$ cat src/rtl/dds_ctl_pkg.sv
// Shared definitions for the DDS control sequencer: widths, control-word
// bit positions, opcode and state encodings, and the timer load helper.
package dds_ctl_pkg;

    localparam int unsigned CDDS_W = 13;
    localparam int unsigned OP_W   = 3;
    localparam int unsigned ARG_W  = 16;
    localparam int unsigned CNT_W  = 16;
    localparam int unsigned PROF_W = 3;
    localparam int unsigned PF_W   = 2;

    // Bit positions inside the cdds control word
    localparam int unsigned B_TX_EN   = 12;
    localparam int unsigned B_P_ENA   = 11;
    localparam int unsigned B_TUN_UPD = 10;
    localparam int unsigned B_R_RST   = 9;
    localparam int unsigned B_W_RST   = 8;
    localparam int unsigned B_IO_RST  = 7;
    localparam int unsigned B_M_RST   = 6;
    localparam int unsigned B_IO_UPD  = 5;
    localparam int unsigned B_PROF    = 2;
    localparam int unsigned B_PF      = 0;

    typedef enum logic [OP_W-1:0] {
        OP_WAIT     = 3'd0,
        OP_SET_PROF = 3'd1,
        OP_SET_PF   = 3'd2,
        OP_IO_UPD   = 3'd3,
        OP_MRST     = 3'd4,
        OP_IORST    = 3'd5,
        OP_PBK      = 3'd6,
        OP_TXEN     = 3'd7
    } op_e;

    typedef enum logic [1:0] {
        ST_IDLE  = 2'd0,
        ST_PULSE = 2'd1,
        ST_HOLD  = 2'd2
    } state_e;

    // Down-counter preload for a duration of n cycles; 0 behaves like 1
    function automatic logic [CNT_W-1:0] cnt_load(input int unsigned n);
        return (n == 0) ? '0 : CNT_W'(n - 1);
    endfunction

endpackage

$ cat src/rtl/dds_ctl_seq_if.sv
// Command channel of the DDS control sequencer.
//   cmd_vld : command valid (master -> slave)
//   cmd_op  : 3-bit opcode  (master -> slave)
//   cmd_arg : 16-bit argument (master -> slave)
//   cmd_rdy : sequencer ready to accept (slave -> master)
interface dds_ctl_seq_if;

    logic                             cmd_vld;
    logic                             cmd_rdy;
    logic [dds_ctl_pkg::OP_W-1:0]     cmd_op;
    logic [dds_ctl_pkg::ARG_W-1:0]    cmd_arg;

    modport master (
        output cmd_vld,
        output cmd_op,
        output cmd_arg,
        input  cmd_rdy
    );

    modport slave (
        input  cmd_vld,
        input  cmd_op,
        input  cmd_arg,
        output cmd_rdy
    );

endinterface

$ cat src/rtl/dds_ctl_tmr.sv
// 16-bit duration down-counter. Load with count-1; done_c is high when the
// counter sits at zero, i.e. during the last cycle of the programmed duration.
//   clk, rst_n : clock, async active-low reset
//   load, val  : preload the counter with val
//   run        : decrement by one (saturates at zero)
//   done_c     : counter is zero (combinational)
module dds_ctl_tmr
    import dds_ctl_pkg::*;
(
    input  logic             clk,
    input  logic             rst_n,
    input  logic             load,
    input  logic [CNT_W-1:0] val,
    input  logic             run,
    output logic             done_c
);

    logic [CNT_W-1:0] cnt_q;

    // Load has priority over counting
    always_ff @(posedge clk or negedge rst_n) begin
        if (!rst_n) begin
            cnt_q <= '0;
        end else if (load) begin
            cnt_q <= val;
        end else if (run && (cnt_q != '0)) begin
            cnt_q <= cnt_q - CNT_W'(1);
        end
    end

    assign done_c = (cnt_q == '0);

endmodule

$ cat src/rtl/dds_ctl_seq.sv
// DDS control sequencer: accepts opcodes on a valid/ready channel and drives
// the 13-bit DDS control word with level fields, one-cycle strobes and
// timed pulses (io_upd, m_rst, io_rst), plus an accepted-command counter.
//   clk, rst_n : clock, async active-low reset
//   bus        : command channel (slave side)
//   cdds       : {tx_en, p_ena, tun_upd, r_rst, w_rst, io_rst, m_rst, io_upd, prof[2:0], pf[1:0]}
//   busy       : a timed command is executing
//   n_cmd      : accepted-command count (wraps)
module dds_ctl_seq
    import dds_ctl_pkg::*;
#(
    parameter int unsigned UPD_W    = 4,
    parameter int unsigned IORST_W  = 4,
    parameter int unsigned MRST_W   = 64,
    parameter int unsigned MRST_REC = 256
) (
    input  logic              clk,
    input  logic              rst_n,
    dds_ctl_seq_if.slave      bus,
    output logic [CDDS_W-1:0] cdds,
    output logic              busy,
    output logic [CNT_W-1:0]  n_cmd
);

    state_e              state_q, state_d;
    logic [CDDS_W-1:0]   cdds_q, cdds_d;
    logic                pend_q, pend_d;
    logic                rdy_q, rdy_d;
    logic                busy_q, busy_d;
    logic [CNT_W-1:0]    n_cmd_q, n_cmd_d;

    logic                accept;
    logic                tmr_load;
    logic [CNT_W-1:0]    tmr_val;
    logic                tmr_run;
    logic                tmr_done_c;

    assign accept = bus.cmd_vld & rdy_q;

    dds_ctl_tmr u_tmr (
        .clk    (clk),
        .rst_n  (rst_n),
        .load   (tmr_load),
        .val    (tmr_val),
        .run    (tmr_run),
        .done_c (tmr_done_c)
    );

    // State and output registers; reset drops any pulse immediately
    always_ff @(posedge clk or negedge rst_n) begin
        if (!rst_n) begin
            state_q <= ST_IDLE;
            cdds_q  <= '0;
            pend_q  <= 1'b0;
            rdy_q   <= 1'b0;
            busy_q  <= 1'b0;
            n_cmd_q <= '0;
        end else begin
            state_q <= state_d;
            cdds_q  <= cdds_d;
            pend_q  <= pend_d;
            rdy_q   <= rdy_d;
            busy_q  <= busy_d;
            n_cmd_q <= n_cmd_d;
        end
    end

    // Next-state and next-output logic
    always_comb begin
        state_d  = state_q;
        cdds_d   = cdds_q;
        cdds_d[B_TUN_UPD] = 1'b0;
        cdds_d[B_R_RST]   = 1'b0;
        cdds_d[B_W_RST]   = 1'b0;
        pend_d   = pend_q;
        n_cmd_d  = n_cmd_q;
        tmr_load = 1'b0;
        tmr_val  = '0;
        tmr_run  = 1'b0;

        case (state_q)
            ST_IDLE: begin
                if (accept) begin
                    n_cmd_d = n_cmd_q + CNT_W'(1);
                    case (op_e'(bus.cmd_op))
                        OP_WAIT: begin
                            state_d  = ST_HOLD;
                            tmr_load = 1'b1;
                            tmr_val  = cnt_load(32'(bus.cmd_arg));
                        end
                        OP_SET_PROF: begin
                            cdds_d[B_PROF +: PROF_W] = bus.cmd_arg[2:0];
                            // io_upd follows one cycle after the new profile lands
                            if (bus.cmd_arg[3]) begin
                                state_d  = ST_PULSE;
                                pend_d   = 1'b1;
                                tmr_load = 1'b1;
                                tmr_val  = cnt_load(UPD_W);
                            end
                        end
                        OP_SET_PF: begin
                            cdds_d[B_PF +: PF_W] = bus.cmd_arg[1:0];
                        end
                        OP_IO_UPD: begin
                            cdds_d[B_IO_UPD] = 1'b1;
                            state_d  = ST_PULSE;
                            tmr_load = 1'b1;
                            tmr_val  = cnt_load(UPD_W);
                        end
                        OP_MRST: begin
                            cdds_d[B_M_RST]          = 1'b1;
                            cdds_d[B_PROF +: PROF_W] = '0;
                            cdds_d[B_PF +: PF_W]     = '0;
                            cdds_d[B_TX_EN]          = 1'b0;
                            cdds_d[B_P_ENA]          = 1'b0;
                            state_d  = ST_PULSE;
                            tmr_load = 1'b1;
                            tmr_val  = cnt_load(MRST_W);
                        end
                        OP_IORST: begin
                            cdds_d[B_IO_RST] = 1'b1;
                            state_d  = ST_PULSE;
                            tmr_load = 1'b1;
                            tmr_val  = cnt_load(IORST_W);
                        end
                        OP_PBK: begin
                            cdds_d[B_P_ENA]   = bus.cmd_arg[3];
                            cdds_d[B_TUN_UPD] = bus.cmd_arg[2];
                            cdds_d[B_R_RST]   = bus.cmd_arg[1];
                            cdds_d[B_W_RST]   = bus.cmd_arg[0];
                        end
                        OP_TXEN: begin
                            cdds_d[B_TX_EN] = bus.cmd_arg[0];
                        end
                    endcase
                end
            end

            ST_PULSE: begin
                if (pend_q) begin
                    pend_d           = 1'b0;
                    cdds_d[B_IO_UPD] = 1'b1;
                end else if (tmr_done_c) begin
                    cdds_d[B_IO_UPD] = 1'b0;
                    cdds_d[B_M_RST]  = 1'b0;
                    cdds_d[B_IO_RST] = 1'b0;
                    // Master reset is followed by a recovery hold
                    if (cdds_q[B_M_RST] && (MRST_REC != 0)) begin
                        state_d  = ST_HOLD;
                        tmr_load = 1'b1;
                        tmr_val  = cnt_load(MRST_REC);
                    end else begin
                        state_d = ST_IDLE;
                    end
                end else begin
                    tmr_run = 1'b1;
                end
            end

            ST_HOLD: begin
                if (tmr_done_c) begin
                    state_d = ST_IDLE;
                end else begin
                    tmr_run = 1'b1;
                end
            end

            default: begin
                state_d = ST_IDLE;
            end
        endcase

        rdy_d  = (state_d == ST_IDLE);
        busy_d = (state_d != ST_IDLE);
    end

    assign bus.cmd_rdy = rdy_q;
    assign cdds        = cdds_q;
    assign busy        = busy_q;
    assign n_cmd       = n_cmd_q;

endmodule

$ cat src/flat_wrapper.sv
// flat-port wrapper written by rule: the top's interface ports become plain ports
module dds_ctl_seq_flat import dds_ctl_pkg::*;
#(
    parameter int unsigned UPD_W    = 4,
    parameter int unsigned IORST_W  = 4,
    parameter int unsigned MRST_W   = 64,
    parameter int unsigned MRST_REC = 256
)
  (clk, rst_n, cdds, busy, n_cmd, bus_cmd_vld, bus_cmd_op, bus_cmd_arg, bus_cmd_rdy);
  dds_ctl_seq_if bus_i ();
  input  logic clk;
  input  logic rst_n;
  output logic [CDDS_W-1:0] cdds;
  output logic busy;
  output logic [CNT_W-1:0] n_cmd;
  input wire logic [$bits(bus_i.cmd_vld)-1:0] bus_cmd_vld;
  input wire logic [$bits(bus_i.cmd_op)-1:0] bus_cmd_op;
  input wire logic [$bits(bus_i.cmd_arg)-1:0] bus_cmd_arg;
  output wire logic [$bits(bus_i.cmd_rdy)-1:0] bus_cmd_rdy;
  assign bus_i.cmd_vld = bus_cmd_vld;
  assign bus_i.cmd_op = bus_cmd_op;
  assign bus_i.cmd_arg = bus_cmd_arg;
  assign bus_cmd_rdy = bus_i.cmd_rdy;
  dds_ctl_seq #(.UPD_W(UPD_W), .IORST_W(IORST_W), .MRST_W(MRST_W), .MRST_REC(MRST_REC)) u_core (.clk(clk), .rst_n(rst_n), .bus(bus_i), .cdds(cdds), .busy(busy), .n_cmd(n_cmd));
endmodule
$ cat config.mk
export PLATFORM = sky130hd
export DESIGN_NAME = dds_ctl_seq_flat
export DESIGN_NICKNAME = d
export VERILOG_FILES = /design/src/rtl/dds_ctl_pkg.sv /design/src/rtl/dds_ctl_seq_if.sv /design/src/rtl/dds_ctl_tmr.sv /design/src/rtl/dds_ctl_seq.sv /design/src/flat_wrapper.sv
export SDC_FILE = /design/constraint.sdc
export NUM_CORES = 1
export LEC_CHECK = 0
export CAP_MARGIN = 30
export CORE_MARGIN = 2
export CORE_UTILIZATION = 54
export DETAILED_ROUTE_END_ITERATION = 12
export PLACE_DENSITY = 0.81
export SLEW_MARGIN = 20
export SYNTH_ARGS = -nofsm -noshare
export SYNTH_HDL_FRONTEND = slang
export SYNTH_SLANG_ARGS = --single-unit
$ cat constraint.sdc
create_clock -name clk -period 2.7 [get_ports clk]
set_clock_uncertainty 0.15 [all_clocks]
set_input_delay 0.27 -clock clk [delete_from_list [all_inputs] [get_ports clk]]
set_output_delay 0.27 -clock clk [all_outputs]
set_load 0.03 [all_outputs]
==> flow_metrics.tcl, run 1 <==
set metrics [dict create \
    setup_viol 0 \
    grt_max_degree 24 \
    final.period_utilization 0.8833 \
    synth.avg_cell_area_um2 9.469 \
    yosys_warnings 0 \
    final_util 0.6861 \
    min_path_type "input pin to async pin" \
    grt_overflow 0 \
    synth_nets 367 \
    rsz0062_at_grt "false" \
    cts_buffers 5 \
    grt_pass1_wl_um 12720 \
    routed_wl_um 7741 \
    dp_hpwl_um 5837 \
    drtPass1Iterations 5 \
    path_delay_family "simple AND/OR/NAND/NOR gates" \
    ir_worst_vdd_uv 556.0 \
    synth.mux.area_fraction 0.003127 \
    clk_pin_slew_ns 0.10 \
    ys_seq_elements 50 \
    slew_violations 0 \
    netlist_area_um2 3201 \
    critPathArrivalTime_ns 2.43 \
    fmax_mhz 419.3 \
    die_area_um2 6559 \
    cp.required_ns 2.75 \
    worstPathMaxFanout 12 \
    clockBufferDepth 2 \
    die_w_um 80.99 \
    gp_congestion 0.9227 \
    slew_headroom 0.6582 \
    io_pins 53 \
    cts_tree "done" \
    cts_resized 0 \
    core_um2 5816 \
    final_cells 477 \
    crit_type "flip-flop to flip-flop" \
    cp-start-kind "flip-flop" \
    n_antenna_cell 0 \
    fin_nets 430 \
    most-common-layout-cells "51 x clkdlybuf4s50_1, 50 x dfrtp_1, 24 x nand2_1" \
    clkSinkCount 50 \
    hold_viol_final 0 \
    cp.depth 7 \
    layout_commonest_cell "clkdlybuf4s50_1" \
    grt_pass1_vias 2613 \
    power_mw 3.396 \
    synth_compound_gate_area_share 0.1900 \
    detail_route.wl_per_cell_um 16.23 \
    drt-vias-per-instance 6.031 \
    synth_cell_types 60 \
    cp_num_buf_inv 1 \
    n_fill_cell 468 \
    slowest_stage "dfrtp_1" \
    vias 2877 \
    r2r_cells 7 \
    start_util 0.5503 \
    tns_ns 0 \
    synth-edff-count 0 \
    area_delta_synth_final_pct 24.67 \
    dp_slack_ns 0.1290 \
    htree_levels 2 \
    synthArstFlopShare 1.000 \
    tightest_slew_ns 0.5127 \
    io_buffers 52 \
    dpl.cell_count 468 \
    max-cap-violations 0 \
    antenna_found_initial 0 \
    synth_top_family_by_area "simple AND/OR/NAND/NOR gates" \
    path_cells "inv_1, ha_1, and2b_2, o21a_1, and2_1, nor3_1, a311o_1" \
    drc 0 \
    synthAdderAreaFrac 0.02737 \
    min_period_ns 2.385 \
    cts_setup_buffers 0 \
    status "complete, no violations" \
    fin_ws_ns 0.3152 \
    cp-end-kind "flip-flop" \
    drt.antenna.violating_nets 0 \
    grtUsageTotal 0.2497 \
    syn_inst 338 \
    max_stage_delay_ns 0.43 \
    ys_seq_area_frac 0.3909 \
    drive_gt1_frac 0.1269 \
    synthXorXnorAreaFrac 0.1013 \
    synthSimpleGateAreaFrac 0.2553 \
    cts-root-buf "clkbuf_8" \
    p_leak_nw 1.626 \
    clk-insertion-delay-late_ns 0.32 \
    drt_iter0_drc 215 \
    fp.dieH_um 80.99 \
    synthFlopType "dfrtp_1" \
    rows 28 \
    p_per_area_nw_per_um2 851.1 \
]
## final timing paths
check / from / endpoint / slack, ns
min: rst_n / u_core.n_cmd[7] / 0.29
max: u_core.state_q[1] / u_core.u_tmr.cnt_q[1] / 0.32
min in group clk: u_core.n_cmd[15] / u_core.n_cmd[15] / 0.33
max reg2reg: u_core.state_q[1] / u_core.u_tmr.cnt_q[1] / 0.32
max in group asynchronous: rst_n / u_core.u_tmr.cnt_q[7] / 1.48
min reg2reg: u_core.n_cmd[15] / u_core.n_cmd[15] / 0.33
## flip-flops by register name, indices dropped and copies added (netlist names)
signal,count
u_core.u_tmr.cnt_q,16
u_core.bus.cmd_rdy,1
u_core.n_cmd,16
u_core.pend_q,1
u_core.cdds,13
u_core.busy,1
u_core.state_q,2
## cells in the mapped netlist (3+ instances only)
library cell | number | share of area
buf_2 | 7 | 0.011
o22ai_1 | 5 | 0.0098
ha_1 | 7 | 0.027
nand4b_1 | 3 | 0.0082
nand2_1 | 24 | 0.028
a211oi_1 | 4 | 0.0094
a21o_1 | 3 | 0.0070
and3_1 | 7 | 0.014
a31oi_1 | 8 | 0.016
a21oi_1 | 16 | 0.025
xor2_1 | 16 | 0.044
clkbuf_1 | 7 | 0.0082
nor2b_1 | 9 | 0.018
o21ai_0 | 18 | 0.028
xnor2_1 | 21 | 0.057
nor2_1 | 18 | 0.021
dfrtp_1 | 50 | 0.39
and4_1 | 3 | 0.0082
and2_1 | 6 | 0.012
o211ai_1 | 5 | 0.012
nand4_1 | 9 | 0.018
nand3_1 | 11 | 0.017
nand2b_1 | 6 | 0.012
nor3_1 | 13 | 0.020
inv_1 | 10 | 0.012
o31ai_1 | 4 | 0.0094
## worst register-to-register path: stages (launching register included)
cell,delay [ns]
dfrtp_1,0.43
inv_1,0.10
ha_1,0.31
and2b_2,0.27
o21a_1,0.37
and2_1,0.29
nor3_1,0.08
a311o_1,0.27
## report_power, final
part | internal, mW | switching [mW] | leakage, nW | total [mW]
Combinational | 0.748 | 0.938 | 0.938 | 1.69
Clock | 0.211 | 0.261 | 0.0514 | 0.473
Sequential | 0.965 | 0.272 | 0.637 | 1.24
## through the flow
stage	hold WS (ns)	area [um^2]
6_report	0.2902	3990
5_1_grt	0.3494	3990
4_1_cts	0.3077	3990
3_5_place_dp	0.1192	3880
3_3_place_gp	0.1172	3880
2_1_floorplan	-0.1756	3201
## cells by family (layout without fill, tap and decap cells)
| group | count (synthesis) | in the layout |
|---|---|---|
| and+or+nand+nor | 132 | 132 |
| AOI/OAI and AO/OA | 86 | 86 |
| DFF | 50 | 50 |
| xor gates and xnor gates | 37 | 37 |
| buffers and inverters | 25 | 89 |
| adders and majority gates | 7 | 7 |
| muxes | 1 | 1 |
## metal layers
layer	share of wire	wire length (um)	track usage	vias up
met5	0	0	0	-
met4	0.011	85	0.07288	0
met3	0.061	474	0.04778	7
met2	0.49	3770	0.4099	98
met1	0.44	3411	0.3364	1398
li1	-	-	-	1374
## final cells by class
class                      count  area, um^2  area share
multi-input combinational    263        1847      0.4628
inverter                      10       37.54    0.009407
clock inverter                 2       17.52    0.004390
timing repair buffer          71       660.6      0.1656
tap                           75       93.84     0.02352
sequential                    50        1251      0.3136
clock buffer                   6       82.58     0.02070
## repair_timing
action	4_1_cts	5_1_grt
endpoints found under the hold margin	21	0
setup endpoints to repair	0	0
hold buffers	1	0
(Power assumes the default switching activity.)
==> run 2: changes to the inputs <==
--- a/config.mk
+++ b/config.mk
@@ -9,7 +9,8 @@
 export CORE_MARGIN = 2
 export CORE_UTILIZATION = 54
 export DETAILED_ROUTE_END_ITERATION = 12
-export PLACE_DENSITY = 0.81
+export HOLD_SLACK_MARGIN = 0.08
+export PLACE_DENSITY = 0.84
 export SLEW_MARGIN = 20
 export SYNTH_ARGS = -nofsm -noshare
 export SYNTH_HDL_FRONTEND = slang
==> run 2 against run 1 <==
Compared with the run above:
- sequential share of layout area down 0.21 points
- largest power group unchanged
- critical path depth did not move
- critical endpoint is now u_core.busy
- register-to-register slack better by 0.03 ns
- die area stayed put
==> flow_metrics.tcl, run 2 (synthesis gave the netlist of run 1 again) <==
set metrics [dict create \
    grt_pass1_wl_um 13130 \
    rows 28 \
    detail_route.wl_per_cell_um 16.67 \
    drc 0 \
    path_cells "inv_1, ha_1, nor4b_1, nand4_2, and2_1, o31ai_2, a31oi_1" \
    grt_pass1_vias 2680 \
    seqCellArea_um2 1251 \
    path_delay_family "simple AND/OR/NAND/NOR gates" \
    die_w_um 80.99 \
    min_period_ns 2.350 \
    grtUsageTotal 0.2558 \
    grt_max_degree 34 \
    clk-insertion-delay-late_ns 0.32 \
    cts_tree "done" \
    io_pins 53 \
    drive_gt1_frac 0.1312 \
    fin_nets 432 \
    vias 2928 \
    hold_viol_final 0 \
    cts_setup_buffers 0 \
    grt_overflow 0 \
    cts_buffers 5 \
    p_leak_nw 1.642 \
    status "complete, no violations" \
    drtPass1Iterations 4 \
    worstPathMaxFanout 9 \
    start_util 0.5503 \
    routed_wl_um 7986 \
    min_path_type "input pin to async pin" \
    clockBufferDepth 2 \
    p_per_area_nw_per_um2 871.3 \
    slew_headroom 0.6816 \
    multi_input_area_um2 1847 \
    rsz0062_at_grt "false" \
    drt-vias-per-instance 6.113 \
    area_delta_synth_final_pct 25.53 \
    placed_cell_area_um2 3895 \
    drt_iter0_drc 170 \
    tightest_slew_ns 0.4756 \
    n_fill_cell 479 \
    fmax_mhz 425.5 \
    cts-root-buf "clkbuf_8" \
    most-common-layout-cells "51 x clkdlybuf4s50_1, 50 x dfrtp_1, 24 x nand2_1" \
    max-cap-violations 0 \
    fin_area_um2 4018 \
    fp.dieH_um 80.99 \
    critPathArrivalTime_ns 2.38 \
    final.period_utilization 0.8705 \
    clk_pin_slew_ns 0.10 \
    htree_levels 2 \
    antenna_found_initial 0 \
    n_antenna_cell 0 \
    slowest_stage "dfrtp_1" \
    dp_hpwl_um 5915 \
    clkSinkCount 50 \
    setup_viol 0 \
    ir_worst_vdd_uv 563.5 \
    cp-start-kind "flip-flop" \
    die_area_um2 6559 \
    slew_violations 0 \
    core_um2 5816 \
    cp_num_buf_inv 1 \
    gp_congestion 0.8346 \
    tns_ns 0 \
    io_buffers 52 \
    cp.required_ns 2.73 \
    crit_type "flip-flop to flip-flop" \
    layout_commonest_cell "clkdlybuf4s50_1" \
    cp-end-kind "flip-flop" \
    drt.antenna.violating_nets 0 \
    max_stage_delay_ns 0.42 \
]
run 2: changes by cell type in the layout (fill, tap and decap cells not counted), sizes merged:
| cell | before | now |
|---|---|---|
| bufinv | 0 | 1 |
| clkbuf | 6 | 5 |
| inv | 10 | 11 |
| buf | 19 | 21 |
| clkinv | 2 | 1 |
run 2: metal layers:
layer | wire length (um) | global-route usage | vias up
li1 | - | - | 1385
met1 | 3535 | 0.3475 | 1420
met2 | 3884 | 0.4240 | 109
met3 | 435 | 0.04000 | 14
met4 | 131 | 0.07288 | 0
met5 | 0 | 0 | -
run 2: final cells by class:
cell class,instances,area share
repair buffers,73,0.1682
clock buffers,5,0.01713
well taps,75,0.02336
inverters,10,0.009343
multi-input cells,263,0.4597
flip-flops and latches,50,0.3114
clock inverters,3,0.01090
run 2: repair_timing:
action,4_1_cts,5_1_grt
gates resized for setup,0,0
hold buffers,1,0
setup endpoints to repair,0,0
hold endpoints to repair,17,0
run 2: worst reg2reg max path: stages (launching register included):
cell and delay [ns]:
dfrtp_1 0.42, inv_1 0.07, ha_1 0.20, nor4b_1 0.35, nand4_2 0.31, and2_1 0.28
o31ai_2 0.30, a31oi_1 0.14
run 2: metrics by stage:
step	total power [mW]	util	hold slack, ns	worst slack, ns	instances
2_1_floorplan	2.324	-	-0.1756	0.5272	338
3_3_place_gp	2.867	0.6698	0.05584	0.2158	470
3_5_place_dp	2.933	0.6698	0.06916	0.1393	470
4_1_cts	3.491	0.6908	0.2592	0.4011	479
5_1_grt	3.704	0.6908	0.2934	0.1779	479
6_report	3.501	0.6908	0.2452	0.3497	479
run 2: worst paths after layout:
check                                           start                     end  slack (ns)  cells after the start
worst max-delay path            u_core.u_tmr.cnt_q[0]             u_core.busy        0.35                      7
worst min-delay path                            rst_n         u_core.n_cmd[4]        0.25                      2
worst max register to register  u_core.u_tmr.cnt_q[0]             u_core.busy        0.35                      7
worst min register to register       u_core.n_cmd[15]        u_core.n_cmd[15]        0.33                      1
max in group asynchronous                       rst_n  u_core.u_tmr.cnt_q[12]        1.36                      3
min in group clk                     u_core.n_cmd[15]        u_core.n_cmd[15]        0.33                      1
run 2: where the power goes:
| group | leakage, nW | internal, mW | switching [mW] | total (mW) |
|---|---|---|---|---|
| Clock | 0.0585 | 0.278 | 0.268 | 0.546 |
| Combinational | 0.947 | 0.755 | 0.959 | 1.71 |
| Sequential | 0.637 | 0.965 | 0.275 | 1.24 |
==> run 3: changes to the inputs <==
--- a/config.mk
+++ b/config.mk
@@ -6,6 +6,7 @@
 export NUM_CORES = 1
 export LEC_CHECK = 0
 export CAP_MARGIN = 30
+export CORE_ASPECT_RATIO = 1.25
 export CORE_MARGIN = 2
 export CORE_UTILIZATION = 54
 export DETAILED_ROUTE_END_ITERATION = 12
@@ -15,3 +16,4 @@
 export SYNTH_ARGS = -nofsm -noshare
 export SYNTH_HDL_FRONTEND = slang
 export SYNTH_SLANG_ARGS = --single-unit
+export TNS_END_PERCENT = 5
==> run 3 against run 2 <==
Compared with the run above:
- clock power down 2%
- final cell count down 2.7%
- flip-flop and latch count unchanged
- utilization down 0.35 points
- clock-buffer cell count unchanged
- register-to-register slack worse by 0.03 ns
- combinational power down 3%
- global-route usage down 0.99 points
- wire length down 4.4%
- final area down 1.1%
- fmax down 1.2%
- sequential power about the same
- critical path type unchanged
- critical endpoint is now u_core.u_tmr.cnt_q[1]
- largest power group unchanged
==> flow_metrics.tcl, run 3 (synthesis gave the netlist of run 1 again) <==
set metrics [dict create \
    gp_congestion 0.8789 \
    drt-vias-per-instance 6.122 \
    drt_iter0_drc 111 \
    tns_ns 0 \
    cp.required_ns 2.75 \
    final.period_utilization 0.8806 \
    die_w_um 72.86 \
    slew_violations 0 \
    clkSinkCount 50 \
    fin_nets 428 \
    io_buffers 52 \
    vias 2853 \
    drtPass1Iterations 4 \
    fin_area_um2 3973 \
    drt.antenna.violating_nets 0 \
    critPathArrivalTime_ns 2.43 \
    clk-insertion-delay-late_ns 0.31 \
    min_path_type "input pin to async pin" \
    io_pins 53 \
    grt_overflow 0 \
    clockBufferDepth 2 \
    die_area_um2 6563 \
    grt_pass1_vias 2872 \
    final_cells 466 \
    start_util 0.5538 \
    min_period_ns 2.378 \
    grtUsageTotal 0.2459 \
    setup_viol 0 \
    grt_pass1_wl_um 13120 \
    cts_tree "done" \
    p_leak_nw 1.622 \
    drc 0 \
    grt_max_degree 37 \
    tightest_slew_ns 0.4437 \
    power_mw 3.421 \
    rsz0062_at_grt "false" \
    drive_gt1_frac 0.1225 \
    final_util 0.6874 \
    worstPathMaxFanout 12 \
    htree_levels 2 \
    ir_worst_vdd_uv 555.7 \
    dpl.cell_count 457 \
    layout_commonest_cell "clkdlybuf4s50_1" \
    cts_buffers 5 \
    antenna_found_initial 0 \
    crit_type "flip-flop to flip-flop" \
    fmax_mhz 420.6 \
    cts-root-buf "clkbuf_8" \
    placed_cell_area_um2 3854 \
    detail_route.wl_per_cell_um 16.39 \
    cp-end-kind "flip-flop" \
    area_delta_synth_final_pct 24.12 \
    n_antenna_cell 0 \
    hold_viol_final 0 \
    most-common-layout-cells "51 x clkdlybuf4s50_1, 50 x dfrtp_1, 24 x nand2_1" \
    fp.dieH_um 90.08 \
    clk_pin_slew_ns 0.10 \
    n_fill_cell 468 \
    status "complete, no violations" \
    cp-start-kind "flip-flop" \
    routed_wl_um 7636 \
    p_per_area_nw_per_um2 861.1 \
    slew_headroom 0.7011 \
    max-cap-violations 0 \
    core_um2 5779 \
    rows 31 \
    dp_hpwl_um 5884 \
]
[run 3: cell types whose count changed in the layout (fill, tap and decap cells not counted)]
| cell | previous run | this run |
|---|---|---|
| buf_4 | 20 | 16 |
| clkinv_2 | 1 | 2 |
| inv_6 | 1 | 0 |
[run 3: worst paths after layout]
kind / from / cells past startpoint / endpoint / slack (ns)
setup / recovery: u_core.state_q[1] / 7 / u_core.u_tmr.cnt_q[1] / 0.32
hold / removal: rst_n / 2 / u_core.cdds[12] / 0.24
setup reg to reg: u_core.state_q[1] / 7 / u_core.u_tmr.cnt_q[1] / 0.32
hold reg to reg: u_core.n_cmd[15] / 1 / u_core.n_cmd[15] / 0.34
max in group asynchronous: rst_n / 3 / u_core.u_tmr.cnt_q[12] / 1.39
min in group clk: u_core.n_cmd[15] / 1 / u_core.n_cmd[15] / 0.34
[run 3: final cells by class]
class / instances / area (um^2) / share of cell area
inverter: 10 / 37.54 / 0.009449
sequential: 50 / 1251 / 0.3150
multi-input combinational: 263 / 1847 / 0.4649
tap: 66 / 82.58 / 0.02079
timing repair buffer: 69 / 645.6 / 0.1625
clock buffer: 5 / 68.82 / 0.01732
clock inverter: 3 / 40.04 / 0.01008
[run 3: per-stage QoR]
step | hold slack (ns) | worst slack [ns]
CTS | 0.2501 | 0.3524
floorplan | -0.1756 | 0.5272
global route | 0.2844 | 0.1594
finish | 0.2361 | 0.3223
global placement | 0.03923 | 0.2487
detailed placement | 0.04686 | 0.2170
[run 3: worst max-delay path: stages, from the launching register on]
cell,delay (ns)
dfrtp_1,0.44
inv_1,0.10
ha_1,0.28
and2b_2,0.27
o21a_1,0.39
and2_1,0.30
nor3_1,0.07
a311o_1,0.27
[run 3: power by group]
group / leakage, nW / switching [mW] / total [mW] / internal, mW
Clock: 0.0579 / 0.260 / 0.534 / 0.273
Sequential: 0.637 / 0.265 / 1.23 / 0.965
Combinational: 0.927 / 0.930 / 1.66 / 0.727
[run 3: metal layers]
metal,global-route usage,vias up,share of wire
met5,0,-,0
met4,0.1019,0,0.019
met3,0.03139,16,0.044
met2,0.4167,99,0.53
met1,0.3099,1357,0.41
li1,-,1381,-
[run 3: what timing repair did]
action	CTS	global route
hold buffers	1	0
hold endpoints to repair	14	0
setup buffers	0	0
gates resized for setup	0	0
